<file path="src/rtl/battle_pkg.sv">
// Shared codes for the battle flow controller.
// Holds the keyboard, page and action-cursor encodings, plus the attack
// damage curve applied to the ATTACK marker position.
package battle_pkg;

  typedef enum logic [3:0] {
    K_IDLE  = 4'd0,
    K_UP    = 4'd1,
    K_LEFT  = 4'd2,
    K_DOWN  = 4'd3,
    K_RIGHT = 4'd4,
    K_ENTER = 4'd5
  } key_e;

  typedef enum logic [3:0] {
    PG_NULL     = 4'd0,
    PG_MENU     = 4'd1,
    PG_START    = 4'd8,
    PG_DODGE    = 4'd9,
    PG_ATTACK   = 4'd10,
    PG_ACTION   = 4'd11,
    PG_GAMEOVER = 4'd12,
    PG_WIN      = 4'd13
  } page_e;

  typedef enum logic [1:0] {
    ACT_FIGHT = 2'd0,
    ACT_ACT   = 2'd1,
    ACT_ITEM  = 2'd2,
    ACT_MERCY = 2'd3
  } act_e;

  // Damage peaks at marker 8 and falls off linearly on both sides.
  function automatic logic [3:0] atk_power(input logic [3:0] m);
    logic [3:0] d;
    d = (m >= 4'd8) ? (m - 4'd8) : (4'd8 - m);
    return 4'd8 - d;
  endfunction

endpackage

</file>
<file path="src/rtl/key_edge.sv">
// Keyboard edge detector.
// Registers the raw key code (codes 6..15 fold to IDLE) and emits a one-cycle
// event when a non-IDLE code differs from the previously sampled one, so a
// held key yields exactly one event.
// Ports: clk, reset (async, active high), i_keyboard raw code,
//        o_kev one-cycle event, o_key code that caused the event.
module key_edge
  import battle_pkg::*;
(
  input  logic       clk,
  input  logic       reset,
  input  logic [3:0] i_keyboard,
  output logic       o_kev,
  output logic [3:0] o_key
);

  logic [3:0] w_norm;
  logic [3:0] r_prev;

  assign w_norm = (i_keyboard > K_ENTER) ? K_IDLE : i_keyboard;

  always_ff @(posedge clk or posedge reset) begin
    if (reset) begin
      r_prev <= K_IDLE;
      o_kev  <= 1'b0;
      o_key  <= K_IDLE;
    end else begin
      r_prev <= w_norm;
      o_kev  <= (w_norm != K_IDLE) && (w_norm != r_prev);
      o_key  <= w_norm;
    end
  end

endmodule

</file>
<file path="src/rtl/battle_sequencer.sv">
// Top-level game-flow controller: MENU -> START -> ACTION -> ATTACK/DODGE.
// Ports: clk, reset (async, active high), tick frame strobe, keyboard code,
//        isDeath / monster_dead level flags from the HP logic;
//        state {page,substage}, player_instruction + is_move (DODGE only),
//        attack_fire pulse with attack_power, action_sel cursor at ENTER.
module battle_sequencer
  import battle_pkg::*;
#(
  parameter int START_TICKS = 60,
  parameter int ATTACK_STEP = 4,
  parameter int DODGE_TICKS = 300,
  parameter int CNT_W       = 12
) (
  input  logic       clk,
  input  logic       reset,
  input  logic       tick,
  input  logic [3:0] keyboard,
  input  logic       isDeath,
  input  logic       monster_dead,
  output logic [7:0] state,
  output logic [3:0] player_instruction,
  output logic       is_move,
  output logic       attack_fire,
  output logic [3:0] attack_power,
  output logic [1:0] action_sel
);

  localparam logic [CNT_W-1:0] START_LAST = CNT_W'(START_TICKS - 1);
  localparam logic [CNT_W-1:0] STEP_LAST  = CNT_W'(ATTACK_STEP - 1);
  localparam logic [CNT_W-1:0] DODGE_LAST = CNT_W'(DODGE_TICKS - 1);

  page_e            r_page, w_page_n;
  logic [3:0]       r_sub, w_sub_n;
  logic [CNT_W-1:0] r_cnt, w_cnt_n;
  logic             w_fire_n;
  logic [3:0]       w_power_n, w_pi_n;
  logic [1:0]       w_sel_n;
  logic             w_kev, w_enter, w_battle;
  logic [3:0]       w_key;

  key_edge u_key (
    .clk       (clk),
    .reset     (reset),
    .i_keyboard(keyboard),
    .o_kev     (w_kev),
    .o_key     (w_key)
  );

  assign w_enter  = w_kev && (w_key == K_ENTER);
  assign w_battle = (r_page == PG_START) || (r_page == PG_DODGE) ||
                    (r_page == PG_ATTACK) || (r_page == PG_ACTION);
  assign state    = {r_page, r_sub};

  always_ff @(posedge clk or posedge reset) begin
    if (reset) begin
      r_page             <= PG_NULL;
      r_sub              <= 4'd0;
      r_cnt              <= '0;
      attack_fire        <= 1'b0;
      attack_power       <= 4'd0;
      action_sel         <= 2'd0;
      player_instruction <= K_IDLE;
      is_move            <= 1'b0;
    end else begin
      r_page             <= w_page_n;
      r_sub              <= w_sub_n;
      r_cnt              <= w_cnt_n;
      attack_fire        <= w_fire_n;
      attack_power       <= w_power_n;
      action_sel         <= w_sel_n;
      player_instruction <= w_pi_n;
      is_move            <= (w_page_n == PG_DODGE);
    end
  end

  always_comb begin
    w_page_n  = r_page;
    w_sub_n   = r_sub;
    w_cnt_n   = r_cnt;
    w_fire_n  = 1'b0;
    w_power_n = attack_power;
    w_sel_n   = action_sel;

    // HP flags outrank every timer/key transition, including a due attack.
    if (w_battle && isDeath) begin
      w_page_n = PG_GAMEOVER;
      w_sub_n  = 4'd0;
      w_cnt_n  = '0;
    end else if (w_battle && monster_dead) begin
      w_page_n = PG_WIN;
      w_sub_n  = 4'd0;
      w_cnt_n  = '0;
    end else begin
      case (r_page)
        PG_NULL: begin
          w_page_n = PG_MENU;
          w_sub_n  = 4'd0;
        end
        PG_MENU: begin
          if (w_kev && (w_key == K_UP || w_key == K_DOWN))
            w_sub_n = {3'd0, ~r_sub[0]};
          else if (w_enter && r_sub[0] == 1'b0) begin
            w_page_n = PG_START;
            w_sub_n  = 4'd0;
            w_cnt_n  = '0;
          end
        end
        PG_START: begin
          if (tick) begin
            if (r_cnt == START_LAST) begin
              w_page_n = PG_ACTION;
              w_sub_n  = 4'd0;
              w_cnt_n  = '0;
            end else
              w_cnt_n = r_cnt + 1'b1;
          end
        end
        PG_ACTION: begin
          // Cursor lives in substage[1:0]; 2-bit arithmetic gives the wrap.
          if (w_kev && w_key == K_RIGHT)
            w_sub_n = {2'd0, r_sub[1:0] + 2'd1};
          else if (w_kev && w_key == K_LEFT)
            w_sub_n = {2'd0, r_sub[1:0] - 2'd1};
          else if (w_enter) begin
            w_sel_n  = r_sub[1:0];
            w_page_n = (r_sub[1:0] == ACT_FIGHT) ? PG_ATTACK : PG_DODGE;
            w_sub_n  = 4'd0;
            w_cnt_n  = '0;
          end
        end
        PG_ATTACK: begin
          // ENTER is checked first so a coincident step never moves the marker.
          if (w_enter) begin
            w_fire_n  = 1'b1;
            w_power_n = atk_power(r_sub);
            w_page_n  = PG_DODGE;
            w_sub_n   = 4'd0;
            w_cnt_n   = '0;
          end else if (tick) begin
            if (r_cnt == STEP_LAST) begin
              w_cnt_n = '0;
              if (r_sub == 4'd15) begin
                w_fire_n  = 1'b1;
                w_power_n = 4'd0;
                w_page_n  = PG_DODGE;
                w_sub_n   = 4'd0;
              end else
                w_sub_n = r_sub + 4'd1;
            end else
              w_cnt_n = r_cnt + 1'b1;
          end
        end
        PG_DODGE: begin
          if (tick) begin
            if (r_cnt == DODGE_LAST) begin
              // Return to the menu entry the player last confirmed.
              w_page_n = PG_ACTION;
              w_sub_n  = {2'd0, action_sel};
              w_cnt_n  = '0;
            end else
              w_cnt_n = r_cnt + 1'b1;
          end
        end
        PG_GAMEOVER, PG_WIN: begin
          if (w_enter) begin
            w_page_n = PG_MENU;
            w_sub_n  = 4'd0;
          end
        end
        default: begin
          w_page_n = PG_NULL;
          w_sub_n  = 4'd0;
          w_cnt_n  = '0;
        end
      endcase
    end

    // Movement follows the raw key level, but only while the next page is DODGE.
    w_pi_n = K_IDLE;
    if (w_page_n == PG_DODGE && keyboard >= K_UP && keyboard <= K_RIGHT)
      w_pi_n = keyboard;
  end

endmodule

</file>
<file path="config.mk">
export PLATFORM = sky130hd
export DESIGN_NAME = battle_sequencer
export DESIGN_NICKNAME = d
export VERILOG_FILES = /design/src/rtl/battle_pkg.sv /design/src/rtl/key_edge.sv /design/src/rtl/battle_sequencer.sv
export SDC_FILE = /design/constraint.sdc
export NUM_CORES = 1
export LEC_CHECK = 0
export CAP_MARGIN = 30
export CORE_UTILIZATION = 56
export CTS_CLUSTER_DIAMETER = 150
export DETAILED_ROUTE_END_ITERATION = 8
export GPL_ROUTABILITY_DRIVEN = 0
export GPL_TIMING_DRIVEN = 1
export PLACE_DENSITY = 0.88
export SYNTH_ARGS = -nofsm -noshare
export SYNTH_HDL_FRONTEND = slang
export SYNTH_HIERARCHICAL = 1
export SYNTH_SLANG_ARGS = --single-unit
</file>
<file path="constraint.sdc">
create_clock -name clk -period 2.3 [get_ports clk]
set_input_delay 0.46 -clock clk [delete_from_list [all_inputs] [get_ports clk]]
set_output_delay 0.46 -clock clk [all_outputs]
set_load 0.1 [all_outputs]
</file>
==> results.toml, run 1 <==
[status]
status = "complete, no violations"

[pwr]
leakagePower_uw = 0.00136
clockPowerShare = 0.242
p_int_uw = 1200
power_uw = 1970
p_per_area_nw_per_um2 = 629
peakVddDrop_mv = 0.456
power_frac_comb = 0.383
netSwitchingFraction = 0.391
seqPwrFrac = 0.375
p_switching_uw = 770

[setup_path]
critPathKind = "reg -> reg"
rrSetupSlack_ns = 0.08
worstSetupEndpointType = "flop"
worstPathArrival_ns = 2.39
r2r-end = "r_sub[2]$_DFFE_PP0P_"
cp_cell_sequence = "nor3b_1 > o2111ai_1 > a22oi_1 > buf_4 > a21o_1 > and2_1 > a31oi_1"
crit_required_ns = 2.47
rr_startpoint = "r_page[0]$_DFF_PP0_"
cp_max_fo = 13
max_stage_delay_ns = 0.54
r2r.worst_path.cells = 7
slowest_stage = "dfrtp_4"
startpoint_type = "flop"
worst-path-buf-inv = 1
critPathTopFamily = "compound AO/OA/AOI/OAI gates"

[synth]
synth.avg_cell_area_um2 = 8.82
synth_edf_count = 0
ys_warn_count = 6
ys_types = 69
synth_nets = 286
synth_seq_cells = 37
ys_seq_area_frac = 0.383
syn_inst = 274
syn_area_um2 = 2420
ys.flop_type = "dfrtp_1"
synthArstFlopShare = 1.00

[floorplanning]
die_h_um = 67.7
io_pins = 29
die_w_um = 67.7
start_util = 0.592
std_cell_rows = 23
core_area_um2 = 4090
dieArea_um2 = 4580

[finish]
multiInputGateArea_um2 = 1480
fillerInstances = 286
layout_common_cells = "buf_4, dfrtp_1, nand2_1"
drive_gt1_frac = 0.287
syn2layout_area_growth_pct = 29.5
final_nets = 346
stdcell_count = 385
seq_area_um2 = 947
mostFrequentLayoutCell = "buf_4"
antenna-diode-count = 0

[cts]
cts_root_buffer = "clkbuf_8"
clock_latency_ns = 0.30
cts_tree = "built"
cts.clk_slew.worst_paths_ns = 0.07
clock_sinks = 37
cts-htree-levels = 2
cts_hold_buf = 0
cts.path.max_buffers = 2
cts_buffers = 5

[sta]
skew_ns = 0.00305
maxSlewViolCount = 0
tns_ns = 0
worstMarginPinSlew_ns = 0.494
min_period_over_period = 0.965
relSlewSlack = 0.667
finalHoldViolations = 0
holdWs_ns = 0.375
fmax_mhz = 451
setup_viol = 0
period_needed_ns = 2.22

[detailed_routing]
ant_nets = 0
vias_per_cell = 6.38
wire_per_inst_um = 16.9
drc = 0
drt-pass1-iter-count = 5
routed_wl_mm = 6.50
vias = 2457
drt_iter0_drc = 176

[min_path]
hold_class = "in -> async"

[global_routing]
grt_max_degree = 33
grt_usage = 0.303
first_global_vias = 2243
antenna_found_initial = 0
grt_pass1_wl_mm = 10.3
gr-total-overflow = 0

[place]
hpwl_mm = 4.58
port_buffers = 28
place_inst = 371

[flow_run]
drv_cap = 0
## through the flow
stage	utilization	setup WS [ns]	area, µm²
global route	0.766	-0.00741	3130
finish	0.766	0.0812	3130
global placement	0.711	-0.0729	2910
floorplan	-	0.00853	2440
detailed placement	0.711	-0.157	2910
CTS	0.738	0.0257	3020
## worst max-delay path by stage
| stage | to | from | slack [ns] | cells past startpoint |
|---|---|---|---|---|
| 3_5_place_dp | player_instruction[2]$_DFF_PP0_ | tick | -0.16 | 7 |
| 3_3_place_gp | player_instruction[2]$_DFF_PP0_ | tick | -0.07 | 7 |
| 2_1_floorplan | r_cnt[11]$_DFFE_PP0P_ | r_page[3]$_DFF_PP0_ | 0.009 | 7 |
| 4_1_cts | player_instruction[0]$_DFF_PP0_ | r_cnt[0]$_DFFE_PP0P_ | 0.03 | 7 |
| 5_1_grt | player_instruction[2]$_DFF_PP0_ | r_cnt[0]$_DFFE_PP0P_ | -0.007 | 7 |
| 6_report | r_sub[2]$_DFFE_PP0P_ | r_page[0]$_DFF_PP0_ | 0.08 | 7 |
## power groups by stage
stage	combinational, µW	sequential, µW	clock (µW)
finish	755	738	476
global route	797	743	501
CTS	711	733	476
detailed placement	703	747	0
global placement	688	745	0
floorplan	366	864	0
## synth_stat cells, types with 3 or more instances
master	count	share of area
o31ai_1	4	0.012
a22o_1	5	0.018
nand3_1	16	0.033
ha_1	3	0.016
o211ai_1	4	0.012
or3_1	4	0.010
nor3_1	11	0.023
a21oi_1	13	0.027
nor3b_1	4	0.012
a21o_1	3	0.0093
nand3b_1	3	0.0093
nand2b_1	4	0.010
inv_1	10	0.016
buf_2	3	0.0062
and2_1	4	0.010
xnor2_1	5	0.018
clkbuf_1	7	0.011
and3_1	5	0.013
o21ai_1	9	0.019
nand2_1	21	0.033
a31oi_1	4	0.010
a32o_1	3	0.012
dfrtp_1	37	0.38
o21ai_0	14	0.029
nor2b_1	7	0.018
nor2_1	15	0.023
## kinds of logic after synthesis
kind of cell	share of synthesized area
other cells	0.00311
xor+xnor	0.0181
mux	0.00880
buf+inv	0.0419
fa+ha+maj	0.0155
simple gates	0.288
compound gates	0.242
flops	0.383
## routing by layer
layer  global-route usage  vias to the layer above  part of all wire
met5                    0                        -                 0
met4                0.152                        0             0.026
met3               0.0608                       18             0.067
met2                0.488                      115              0.49
met1                0.383                     1181              0.42
li1                     -                     1143                 -
## what timing repair did
| item | in CTS | in global routing |
|---|---|---|
| cloned | 0 | 0 |
| setup endpoints to repair | 1 | 3 |
| setup buffers | 0 | 6 |
| resized for setup | 3 | 14 |
| pin swaps | 0 | 6 |
## layout make-up
type                            count  area share
Clock buffer                        8      0.0288
Inverter                           10      0.0120
Multi-Input combinational cell    214       0.472
Sequential cell                    37       0.303
Tap cell                           50      0.0200
Timing Repair Buffer               66       0.165
## flip-flops by register name (all words and copies together) (netlist names), 2 cells and up
register	count
r_cnt	12
u_key/o_key	4
r_sub	4
player_instruction	4
attack_power	4
r_page	4
action_sel	2
Note: power is estimated with default switching activity, not from simulation.
==> inputs of run 2 (changes only) <==
--- a/config.mk
+++ b/config.mk
@@ -5,13 +5,14 @@
 export SDC_FILE = /design/constraint.sdc
 export NUM_CORES = 1
 export LEC_CHECK = 0
-export CAP_MARGIN = 30
+export CAP_MARGIN = 20
 export CORE_UTILIZATION = 56
 export CTS_CLUSTER_DIAMETER = 150
 export DETAILED_ROUTE_END_ITERATION = 8
 export GPL_ROUTABILITY_DRIVEN = 0
 export GPL_TIMING_DRIVEN = 1
-export PLACE_DENSITY = 0.88
+export MAX_ROUTING_LAYER = met4
+export PLACE_DENSITY = 0.8
 export SYNTH_ARGS = -nofsm -noshare
 export SYNTH_HDL_FRONTEND = slang
 export SYNTH_HIERARCHICAL = 1
==> run 2 against run 1 <==
Clock power barely moved; first-iteration DRC count rose by 50%; final area decreased by 1.3%; worst hold slack gained 0.0091 ns; sequential share of layout area is 0.40 points higher; sequential power about the same; final cell count down 0.52%; clock skew rose by 0.0022 ns; global-route usage up 0.20 points; critical path type unchanged; largest cell class unchanged; highest routed layer unchanged.
==> results.toml, run 2 (same netlist as run 1, synthesis figures left out) <==
[status]
status = "complete, no violations"

[global_routing]
first_global_vias = 2123
grt_max_degree = 33
grt_pass1_wl_mm = 10.0
antenna_found_initial = 0
gr-total-overflow = 0
grt_usage = 0.305

[setup_path]
cp_max_fo = 7
startpoint_type = "flop"
critPathKind = "reg -> reg"
r2r.worst_path.cells = 7
worstSetupEndpointType = "flop"
cp_cell_sequence = "nor4b_4 > and4_1 > nor3_1 > o311ai_1 > buf_4 > nand4b_1 > nor4b_2"
rr_startpoint = "r_cnt[2]$_DFFE_PP0P_"
r2r-end = "player_instruction[2]$_DFF_PP0_"
crit_required_ns = 2.50
slowest_stage = "dfrtp_1"
max_stage_delay_ns = 0.48
rrSetupSlack_ns = 0.08
worstPathArrival_ns = 2.42

[detailed_routing]
vias_per_cell = 6.19
drt-pass1-iter-count = 4
vias = 2372
wire_per_inst_um = 16.2
routed_wl_mm = 6.21
drt_iter0_drc = 264
drc = 0
ant_nets = 0

[sta]
setup_viol = 0
maxSlewViolCount = 0
finalHoldViolations = 0
skew_ns = 0.00522
period_needed_ns = 2.22
fmax_mhz = 450
rsz0062_at_grt = "yes"
min_period_over_period = 0.965

[cts]
clock_sinks = 37
cts.path.max_buffers = 2
cts_buffers = 5
cts_root_buffer = "clkbuf_8"
cts_tree = "built"
cts.clk_slew.worst_paths_ns = 0.07
cts-htree-levels = 2
cts_hold_buf = 0
clock_latency_ns = 0.29

[finish]
antenna-diode-count = 0
layout_common_cells = "buf_4, dfrtp_1, nand2_1"
syn2layout_area_growth_pct = 27.8
mostFrequentLayoutCell = "buf_4"
top_register = "r_cnt"
drive_gt1_frac = 0.273
fin_area_um2 = 3090
stdcell_count = 383
final_nets = 344
largest_register_ffs = 12
fillerInstances = 313

[floorplanning]
dieArea_um2 = 4580
die_w_um = 67.7
core_area_um2 = 4090
io_pins = 29
start_util = 0.592
std_cell_rows = 23
die_h_um = 67.7

[pwr]
clockPowerShare = 0.243
p_int_uw = 1200
leakagePower_uw = 0.00134
p_switching_uw = 751
p_per_area_nw_per_um2 = 631
power_frac_comb = 0.380
peakVddDrop_mv = 0.710
seqPwrFrac = 0.378
netSwitchingFraction = 0.385

[place]
place_inst = 373
placed_area_um2 = 2920
port_buffers = 28
hpwl_mm = 4.54

[min_path]
hold_class = "in -> async"

[flow_run]
drv_cap = 0
[run 2: cell count changes in the layout (fill, tap and decap cells not counted), sizes merged]
cell | before | now
buf | 58 | 56
[run 2: metal layers]
| layer | part of all wire | global-route usage |
|---|---|---|
| met5 | 0 | - |
| met1 | 0.44 | 0.409 |
| met2 | 0.47 | 0.463 |
| met3 | 0.075 | 0.0591 |
| met4 | 0.015 | 0.0931 |
[run 2: power by group through the flow]
stage	Clock (µW)	Combinational (µW)	Sequential [µW]
2_1_floorplan	0	366	864
3_3_place_gp	0	719	746
3_5_place_dp	0	727	745
4_1_cts	480	730	732
5_1_grt	502	794	741
6_report	473	740	736
[run 2: area by class of cell]
class | instances | area (µm²) | share of cell area
inverter | 10 | 37.5 | 0.0122
multi-input combinational | 214 | 1450 | 0.470
tap | 50 | 62.6 | 0.0203
timing repair buffer | 64 | 500 | 0.162
clock buffer | 8 | 90.1 | 0.0292
sequential | 37 | 947 | 0.307
[run 2: worst max path at each step]
stage / cells after the start / slack (ns) / endpoint / from
finish: 7 / 0.08 / player_instruction[2]$_DFF_PP0_ / r_cnt[2]$_DFFE_PP0P_
global route: 7 / -0.06 / player_instruction[2]$_DFF_PP0_ / r_cnt[2]$_DFFE_PP0P_
detailed placement: 8 / -0.14 / player_instruction[2]$_DFF_PP0_ / tick
floorplan: 7 / 0.009 / r_cnt[11]$_DFFE_PP0P_ / r_page[3]$_DFF_PP0_
global placement: 8 / -0.006 / player_instruction[2]$_DFF_PP0_ / tick
CTS: 8 / 0.008 / player_instruction[2]$_DFF_PP0_ / r_cnt[1]$_DFFE_PP0P_
[run 2: metrics by stage]
step                worst slack (ns)  utilization  setup TNS [ns]  hold WS (ns)  power, µW
finish                        0.0802        0.756               0         0.384       1950
global route                 -0.0597        0.756         -0.0658         0.431       2040
CTS                          0.00801        0.741               0         0.390       1940
detailed placement            -0.135        0.715          -0.334         0.468       1470
global placement            -0.00642        0.715        -0.00642         0.462       1460
floorplan                    0.00853            -               0         0.239       1230
[run 2: critical path, delay by kind of cell (launching register included)]
kind	cells	cell delay, ns
AO/OA/AOI/OAI	1	0.27
AND/OR/NAND/NOR	5	1.18
flip-flops	1	0.48
buffers and inverters	1	0.18
[run 2: what timing repair did]
action                     in CTS  in global routing
setup endpoints to repair       2                 16
pin swaps                       1                  3
resized for setup               2                 10
setup buffers                   0                  2
==> inputs of run 3 (changes only) <==
--- a/config.mk
+++ b/config.mk
@@ -10,7 +10,6 @@
 export CTS_CLUSTER_DIAMETER = 150
 export DETAILED_ROUTE_END_ITERATION = 8
 export GPL_ROUTABILITY_DRIVEN = 0
-export GPL_TIMING_DRIVEN = 1
 export MAX_ROUTING_LAYER = met4
 export PLACE_DENSITY = 0.8
 export SYNTH_ARGS = -nofsm -noshare
==> results of run 3 <==
The final DEF is identical to that of run 2; final timing and power are the same.
